<file path="config.mk">
export PLATFORM = sky130hd
export DESIGN_NAME = neuron_mac_sequencer_flat
export DESIGN_NICKNAME = d
export VERILOG_FILES = /design/src/rtl/neuron_mac_sequencer_pkg.sv /design/src/rtl/neuron_mac_sequencer_if.sv /design/src/rtl/neuron_mac_sequencer_relu.sv /design/src/rtl/neuron_mac_sequencer.sv /design/src/flat_wrapper.sv
export SDC_FILE = /design/constraint.sdc
export NUM_CORES = 2
export LEC_CHECK = 0
export BUFFER_PORTS_ARGS = -buffer_cell sky130_fd_sc_hd__buf_2
export CAP_MARGIN = 30
export CORE_MARGIN = 2
export CORE_UTILIZATION = 40
export DETAILED_ROUTE_END_ITERATION = 10
export HOLD_SLACK_MARGIN = 0.03
export PLACE_DENSITY_LB_ADDON = 0.05
export SYNTH_ARGS = -nofsm -noshare
export SYNTH_HDL_FRONTEND = slang
export SYNTH_SLANG_ARGS = --single-unit
</file>
<file path="constraint.sdc">
create_clock -name clk -period 13.4 [get_ports clk]
set_input_delay 1.34 -clock clk [delete_from_list [all_inputs] [get_ports clk]]
set_output_delay 1.34 -clock clk [all_outputs]
set_load 0.05 [all_outputs]
</file>
<file path="src/rtl/neuron_mac_sequencer_pkg.sv">
// Shared definitions for the sequenced 4-input neuron.
// Holds the datapath width, the input count, the FSM state codes, the
// last MAC index and the latched operand-set record.
package neuron_mac_sequencer_pkg;
  localparam int WIDTH = 32;
  localparam int N_IN  = 4;

  localparam logic [1:0] S_IDLE   = 2'd0;
  localparam logic [1:0] S_MAC    = 2'd1;
  localparam logic [1:0] S_BIAS   = 2'd2;
  localparam logic [1:0] S_OUT    = 2'd3;
  localparam logic [1:0] LAST_IDX = 2'd3;

  typedef logic [WIDTH-1:0] word_t;

  // One operand set; index 0 holds x1/w1.
  typedef struct packed {
    logic [N_IN-1:0][WIDTH-1:0] x;
    logic [N_IN-1:0][WIDTH-1:0] w;
    word_t                      b;
  } opset_t;
endpackage

</file>
<file path="src/rtl/neuron_mac_sequencer_if.sv">
// Operand-in / result-out handshake bundle of the neuron sequencer.
//   in_valid/in_ready : operand set handshake (x1..x4, w1..w4, b)
//   out_valid/out_ready: result handshake (f)
// slave  : the sequencer side
// master : the source/sink side
interface neuron_mac_sequencer_if;
  import neuron_mac_sequencer_pkg::*;

  logic  in_valid;
  logic  in_ready;
  word_t x1, x2, x3, x4;
  word_t w1, w2, w3, w4;
  word_t b;
  logic  out_valid;
  logic  out_ready;
  word_t f;

  modport slave (
    input  in_valid, x1, x2, x3, x4, w1, w2, w3, w4, b, out_ready,
    output in_ready, out_valid, f
  );

  modport master (
    output in_valid, x1, x2, x3, x4, w1, w2, w3, w4, b, out_ready,
    input  in_ready, out_valid, f
  );
endinterface

</file>
<file path="src/rtl/neuron_mac_sequencer_relu.sv">
// relu_32b4: 32-bit signed ReLU.
//   a : signed input
//   y : a when non-negative, else 0
module relu_32b4 (
  input  logic [31:0] a,
  output logic [31:0] y
);
  assign y = a[31] ? 32'd0 : a;
endmodule

</file>
<file path="src/rtl/neuron_mac_sequencer.sv">
// neuron_mac_sequencer: f = ReLU(sum(w[i]*x[i]) + b) computed over five
// cycles with one shared multiplier and one shared adder.
//   clk  : rising-edge clock
//   rst  : synchronous active-high reset
//   io   : operand/result handshake bundle (slave side)
//   busy : high whenever the FSM is not idle
module neuron_mac_sequencer
  import neuron_mac_sequencer_pkg::*;
(
  input  logic                  clk,
  input  logic                  rst,
  neuron_mac_sequencer_if.slave io,
  output logic                  busy
);
  logic [1:0] state;
  logic [1:0] idx;
  word_t      acc;
  opset_t     ops;
  opset_t     ops_in;
  word_t      prod;
  word_t      addend;
  word_t      sum;
  word_t      relu_y;
  logic       accept;
  logic       out_valid;

  assign ops_in.x = {io.x4, io.x3, io.x2, io.x1};
  assign ops_in.w = {io.w4, io.w3, io.w2, io.w1};
  assign ops_in.b = io.b;

  // A new set can enter when idle, or when the current result leaves on
  // this same edge.
  assign io.in_ready = !rst && ((state == S_IDLE) ||
                                ((state == S_OUT) && io.out_ready));
  assign accept      = io.in_valid && io.in_ready;

  // Low 32 bits of the product are identical for signed and unsigned
  // operands, so no sign handling is needed.
  assign prod   = ops.x[idx] * ops.w[idx];
  assign addend = (state == S_BIAS) ? ops.b : prod;
  assign sum    = acc + addend;

  always_ff @(posedge clk) begin
    if (rst) begin
      state <= S_IDLE;
      idx   <= '0;
      acc   <= '0;
      ops   <= '0;
    end else begin
      case (state)
        S_IDLE: begin
          if (accept) begin
            ops   <= ops_in;
            acc   <= '0;
            idx   <= '0;
            state <= S_MAC;
          end
        end
        S_MAC: begin
          acc <= sum;
          idx <= idx + 2'd1;
          if (idx == LAST_IDX) state <= S_BIAS;
        end
        S_BIAS: begin
          acc   <= sum;
          state <= S_OUT;
        end
        default: begin
          if (io.out_ready) begin
            if (accept) begin
              ops   <= ops_in;
              acc   <= '0;
              idx   <= '0;
              state <= S_MAC;
            end else begin
              state <= S_IDLE;
            end
          end
        end
      endcase
    end
  end

  relu_32b4 u_relu (
    .a (acc),
    .y (relu_y)
  );

  assign out_valid    = (state == S_OUT);
  assign io.out_valid = out_valid;
  assign io.f         = out_valid ? relu_y : '0;
  assign busy         = (state != S_IDLE);
endmodule
</file>
<file path="src/flat_wrapper.sv">
// flat-port wrapper written by rule: the top's interface ports become plain ports
module neuron_mac_sequencer_flat import neuron_mac_sequencer_pkg::*;
  (clk, rst, busy, io_in_valid, io_x1, io_x2, io_x3, io_x4, io_w1, io_w2, io_w3, io_w4, io_b, io_out_ready, io_in_ready, io_out_valid, io_f);
  neuron_mac_sequencer_if io_i ();
  input  logic clk;
  input  logic rst;
  output logic busy;
  input wire logic [$bits(io_i.in_valid)-1:0] io_in_valid;
  input wire logic [$bits(io_i.x1)-1:0] io_x1;
  input wire logic [$bits(io_i.x2)-1:0] io_x2;
  input wire logic [$bits(io_i.x3)-1:0] io_x3;
  input wire logic [$bits(io_i.x4)-1:0] io_x4;
  input wire logic [$bits(io_i.w1)-1:0] io_w1;
  input wire logic [$bits(io_i.w2)-1:0] io_w2;
  input wire logic [$bits(io_i.w3)-1:0] io_w3;
  input wire logic [$bits(io_i.w4)-1:0] io_w4;
  input wire logic [$bits(io_i.b)-1:0] io_b;
  input wire logic [$bits(io_i.out_ready)-1:0] io_out_ready;
  output wire logic [$bits(io_i.in_ready)-1:0] io_in_ready;
  output wire logic [$bits(io_i.out_valid)-1:0] io_out_valid;
  output wire logic [$bits(io_i.f)-1:0] io_f;
  assign io_i.in_valid = io_in_valid;
  assign io_i.x1 = io_x1;
  assign io_i.x2 = io_x2;
  assign io_i.x3 = io_x3;
  assign io_i.x4 = io_x4;
  assign io_i.w1 = io_w1;
  assign io_i.w2 = io_w2;
  assign io_i.w3 = io_w3;
  assign io_i.w4 = io_w4;
  assign io_i.b = io_b;
  assign io_i.out_ready = io_out_ready;
  assign io_in_ready = io_i.in_ready;
  assign io_out_valid = io_i.out_valid;
  assign io_f = io_i.f;
  neuron_mac_sequencer u_core (.clk(clk), .rst(rst), .io(io_i), .busy(busy));
endmodule
</file>
==> summary.md <==
| Metric | Value |
|---|---|
| Status | `completed` |
| Max-slew headroom | `between 20 and 30%` |
| FFs w/ async S/R, synth | `0%` |
| Synth warn | `0` |
| # Post-CTS Setup Buffers | `0` |
| Clock latency on the worst-skew pair | `0.58 ns` |
| Sequential Power Share | `28.6%` |
| Setup violators final | `0` |
| 1st-pass router iterations | `6` |
| Worst vdd ir | `around 97 uV` |
| Area growth, synth to finish | `12.2%` |
| Worst min path class | `flop to flop` |
| H-tree Lvls | `2` |
| Sequential share of the synthesized area | `21.0%` |
| Final Hold Vio Count | `0` |
| Via count | `between 20000 and 30000` |
| TritonCTS clock tree | `done` |
| Die ar. | `79300 sq um` |
| First-pass GRT wire length | `~160000 microns` |
| Sw frac | `between 40 and 50%` |
| Avg Inst Size Synth | `8.40 sq um` |
| CP max FO | `44` |
| Vias in the first global route | `around 26000` |
| Chip height | `between 200 and 300 microns` |
| Pint | `2390 uW` |
| Post-synth EDFFs | `0` |
| Worst setup path class | `flop to flop` |
| Post-synthesis cell area | `slightly above 30000 sq um` |
| Switching pwr | `1890 uW` |
| Clk_skew | `around 0.033 ns` |
| Largest net degree at the start of global routing | `approximately 200` |
| DRC Markers | `0` |
| Post-DR vias/cell | `5.13` |
| Core Area | `76100 sq um` |
| Die W | `282 microns` |
| Routability congestion estimate | `0.915` |
| Nets | `4732` |
| Synth area leader | `fa_1` |
| Setup TNS | `0 ns` |
| Total Wirelength | `between 100000 and 150000 microns` |
| Synthesized net count | `4533` |
| CP Launch Type | `flop` |
| Synth unique cells | `63` |
| Hold_buf cts | `0` |
| Max-slew violation count | `0` |
| Logic pwr share | `46.4%` |
| Row cnt | `101` |
| Clock Root Buffer | `clkbuf_16` |
| Synth Flop Type | `dfxtp_1` |
| CTS buffer count | `39` |
| GRT Total Usage | `25.8%` |
| Top post-synthesis cells by area | `fa_1, dfxtp_1, nand2_1` |
| Critical Path AT | `10.90 ns` |
| IO Count | `327` |
| FMAX | `0.0957 GHz` |
| Critical path's top delay family | `adder cells` |
| Slew @ Worst Pin | `1.07 ns` |
| Seq cells post-synth | `324` |
| Global route overflow | `0` |
| Yosys top cell area share | `26.6%` |
| Clock sink count | `324` |
| Input/output buffers | `325` |
| Worst Path Buf+Inv | `6` |
| DRT iter0 DRCs | `1592` |
| Share of cells above drive strength 1 | `14.1%` |
| Clock power share | `25.0%` |
| Slowest stage delay, CP | `just under 0.8 ns` |
| Finished Layout Cells | `around 4900` |
| Final Cycle Share | `78.0%` |
| CP Capture Type | `flop` |
| Max Root-Sink Buffers | `3` |
| Cells after Synth | `3673` |
| Clock-pin slew on the worst setup and hold paths | `0.06 ns` |
| Placed Cells | `4861` |
| PD cells | `approximately 120 nW/um^2` |
| Slowest CP cell | `dfxtp_4` |
| Leakage | `around 0.015 uW` |
| Crit path time final | `about 10 ns` |
| Worst Path Required | `13.85 ns` |
| Max_cap viols | `0` |
| Antenna viol nets, final | `0` |
| Initial Utilization | `40.5%` |
| Post-CTS sizing | `0` |
| HPWL after DPL | `77700 microns` |
| Crit path top cell by count | `fa_1` |
| RSZ-0062 raised after global routing | `false` |
| Initial antenna violation count | `11` |
| Wirelength per Cell | `20.5 microns` |
area by class of cell:
cell class	instances	area, sq um
Tap cell	1030	1290
Fill cell	7887	41500
Timing Repair Buffer	361	1990
Clock inverter	14	194
Antenna cell	3	7.51
Clock buffer	56	1080
Multi-Input combinational cell	2722	22000
Sequential cell	324	6490
Inverter	424	1590
synthesized netlist by cell type, types with 4 or more instances:
master    instances
nor3_1            8
xor2_1           29
dfxtp_1         324
ha_1            159
a21o_1           21
a211oi_1          8
fa_1            409
nand2_1         931
o21a_1            8
inv_1           424
xnor2_1          74
a22oi_1           6
mux2i_1          35
o211ai_1          7
nor2b_1           7
clkbuf_1        172
nor2_1          268
o21bai_1         11
buf_6             9
nand2b_1          9
buf_1            13
mux4_2           64
buf_2             4
and2_1          114
nand3_1          12
or4_1             4
a21oi_1         356
o21ai_0          19
o21ai_1          75
mux2_2           37
routing by layer:
layer  global-route usage, %  vias to the layer above  wire, microns
met4                    5.85                       12           2220
met1                    35.3                    12624          45800
met2                    43.5                      574          48600
met3                    3.38                      118           4380
li1                        -                    11961              -
met5                       0                        -             83
power by group through the flow:
| stage | combinational (uW) | clock (uW) | sequential (uW) |
|---|---|---|---|
| floorplan | 1350 | 0 | 1180 |
| global placement | 1990 | 0 | 1240 |
| detailed placement | 1990 | 0 | 1240 |
| CTS | 2000 | 1100 | 1220 |
| global route | 2190 | 1130 | 1240 |
| finish | 1990 | 1070 | 1220 |
metrics by stage:
stage          power [uW]  hold slack [ns]  worst slack (ns)  utilization [%]  area [sq um]
2_1_floorplan        2530            0.432              3.17                -         30800
3_3_place_gp         3230            0.440              3.01             43.8         33300
3_5_place_dp         3230            0.445              2.91             43.8         33300
4_1_cts              4320            0.452              2.89             45.5         34600
5_1_grt              4560            0.467              2.20             45.5         34600
6_report             4280            0.450              2.95             45.5         34600
worst paths after layout:
kind              startpoint              end  slack (ns)  depth (start not counted)
min          u_core.ops[136]  u_core.ops[136]        0.45                          2
max            u_core.idx[0]   u_core.acc[29]        2.95                         39
max reg2reg    u_core.idx[0]   u_core.acc[29]        2.95                         39
min reg2reg  u_core.ops[136]  u_core.ops[136]        0.45                          2
placed cells by master, fill, tap and decap left out, types with 8 or more instances in the layout:
| cell type | count |
|---|---|
| a21o_1 | 21 |
| mux2_2 | 37 |
| a211oi_1 | 8 |
| dfxtp_1 | 322 |
| ha_1 | 158 |
| nor2_1 | 267 |
| nand2b_1 | 8 |
| buf_2 | 324 |
| mux2i_1 | 35 |
| mux4_2 | 64 |
| nand2_1 | 931 |
| o21ai_2 | 17 |
| o21bai_1 | 11 |
| and2_1 | 114 |
| o21ai_0 | 19 |
| inv_1 | 424 |
| o21a_1 | 8 |
| fa_1 | 409 |
| clkbuf_16 | 39 |
| a21oi_1 | 356 |
| clkbuf_1 | 13 |
| xor2_1 | 29 |
| o21ai_1 | 59 |
| xnor2_1 | 74 |
| nand3_1 | 12 |
| nor3_1 | 8 |
| buf_4 | 30 |
sequential cells by signal, indices dropped and copies added (netlist names):
| name | cells |
|---|---|
| u_core.state | 2 |
| u_core.acc | 32 |
| u_core.ops | 288 |
| u_core.idx | 2 |
worst register-to-register path, delay by kind of cell, from the launching register on:
kind                     cells  cell delay (ns)
flip-flops                   1             0.79
multiplexers                 1             0.40
buffers and inverters        6             1.08
AND/OR/NAND/NOR              2             0.23
adder cells (fa/ha/maj)     10             4.10
AO/OA/AOI/OAI               18             3.43
XOR/XNOR                     2             0.30
logic make-up after synthesis:
kind of cell    share of synthesized area, %
simple gates                            18.0
mux                                     7.16
xor+xnor                                3.26
compound gates                          9.51
fa+ha+maj                               33.0
buf+inv                                 7.99
other cells                           0.0122
flops                                   21.0
Power figures use the tool's default switching activity.
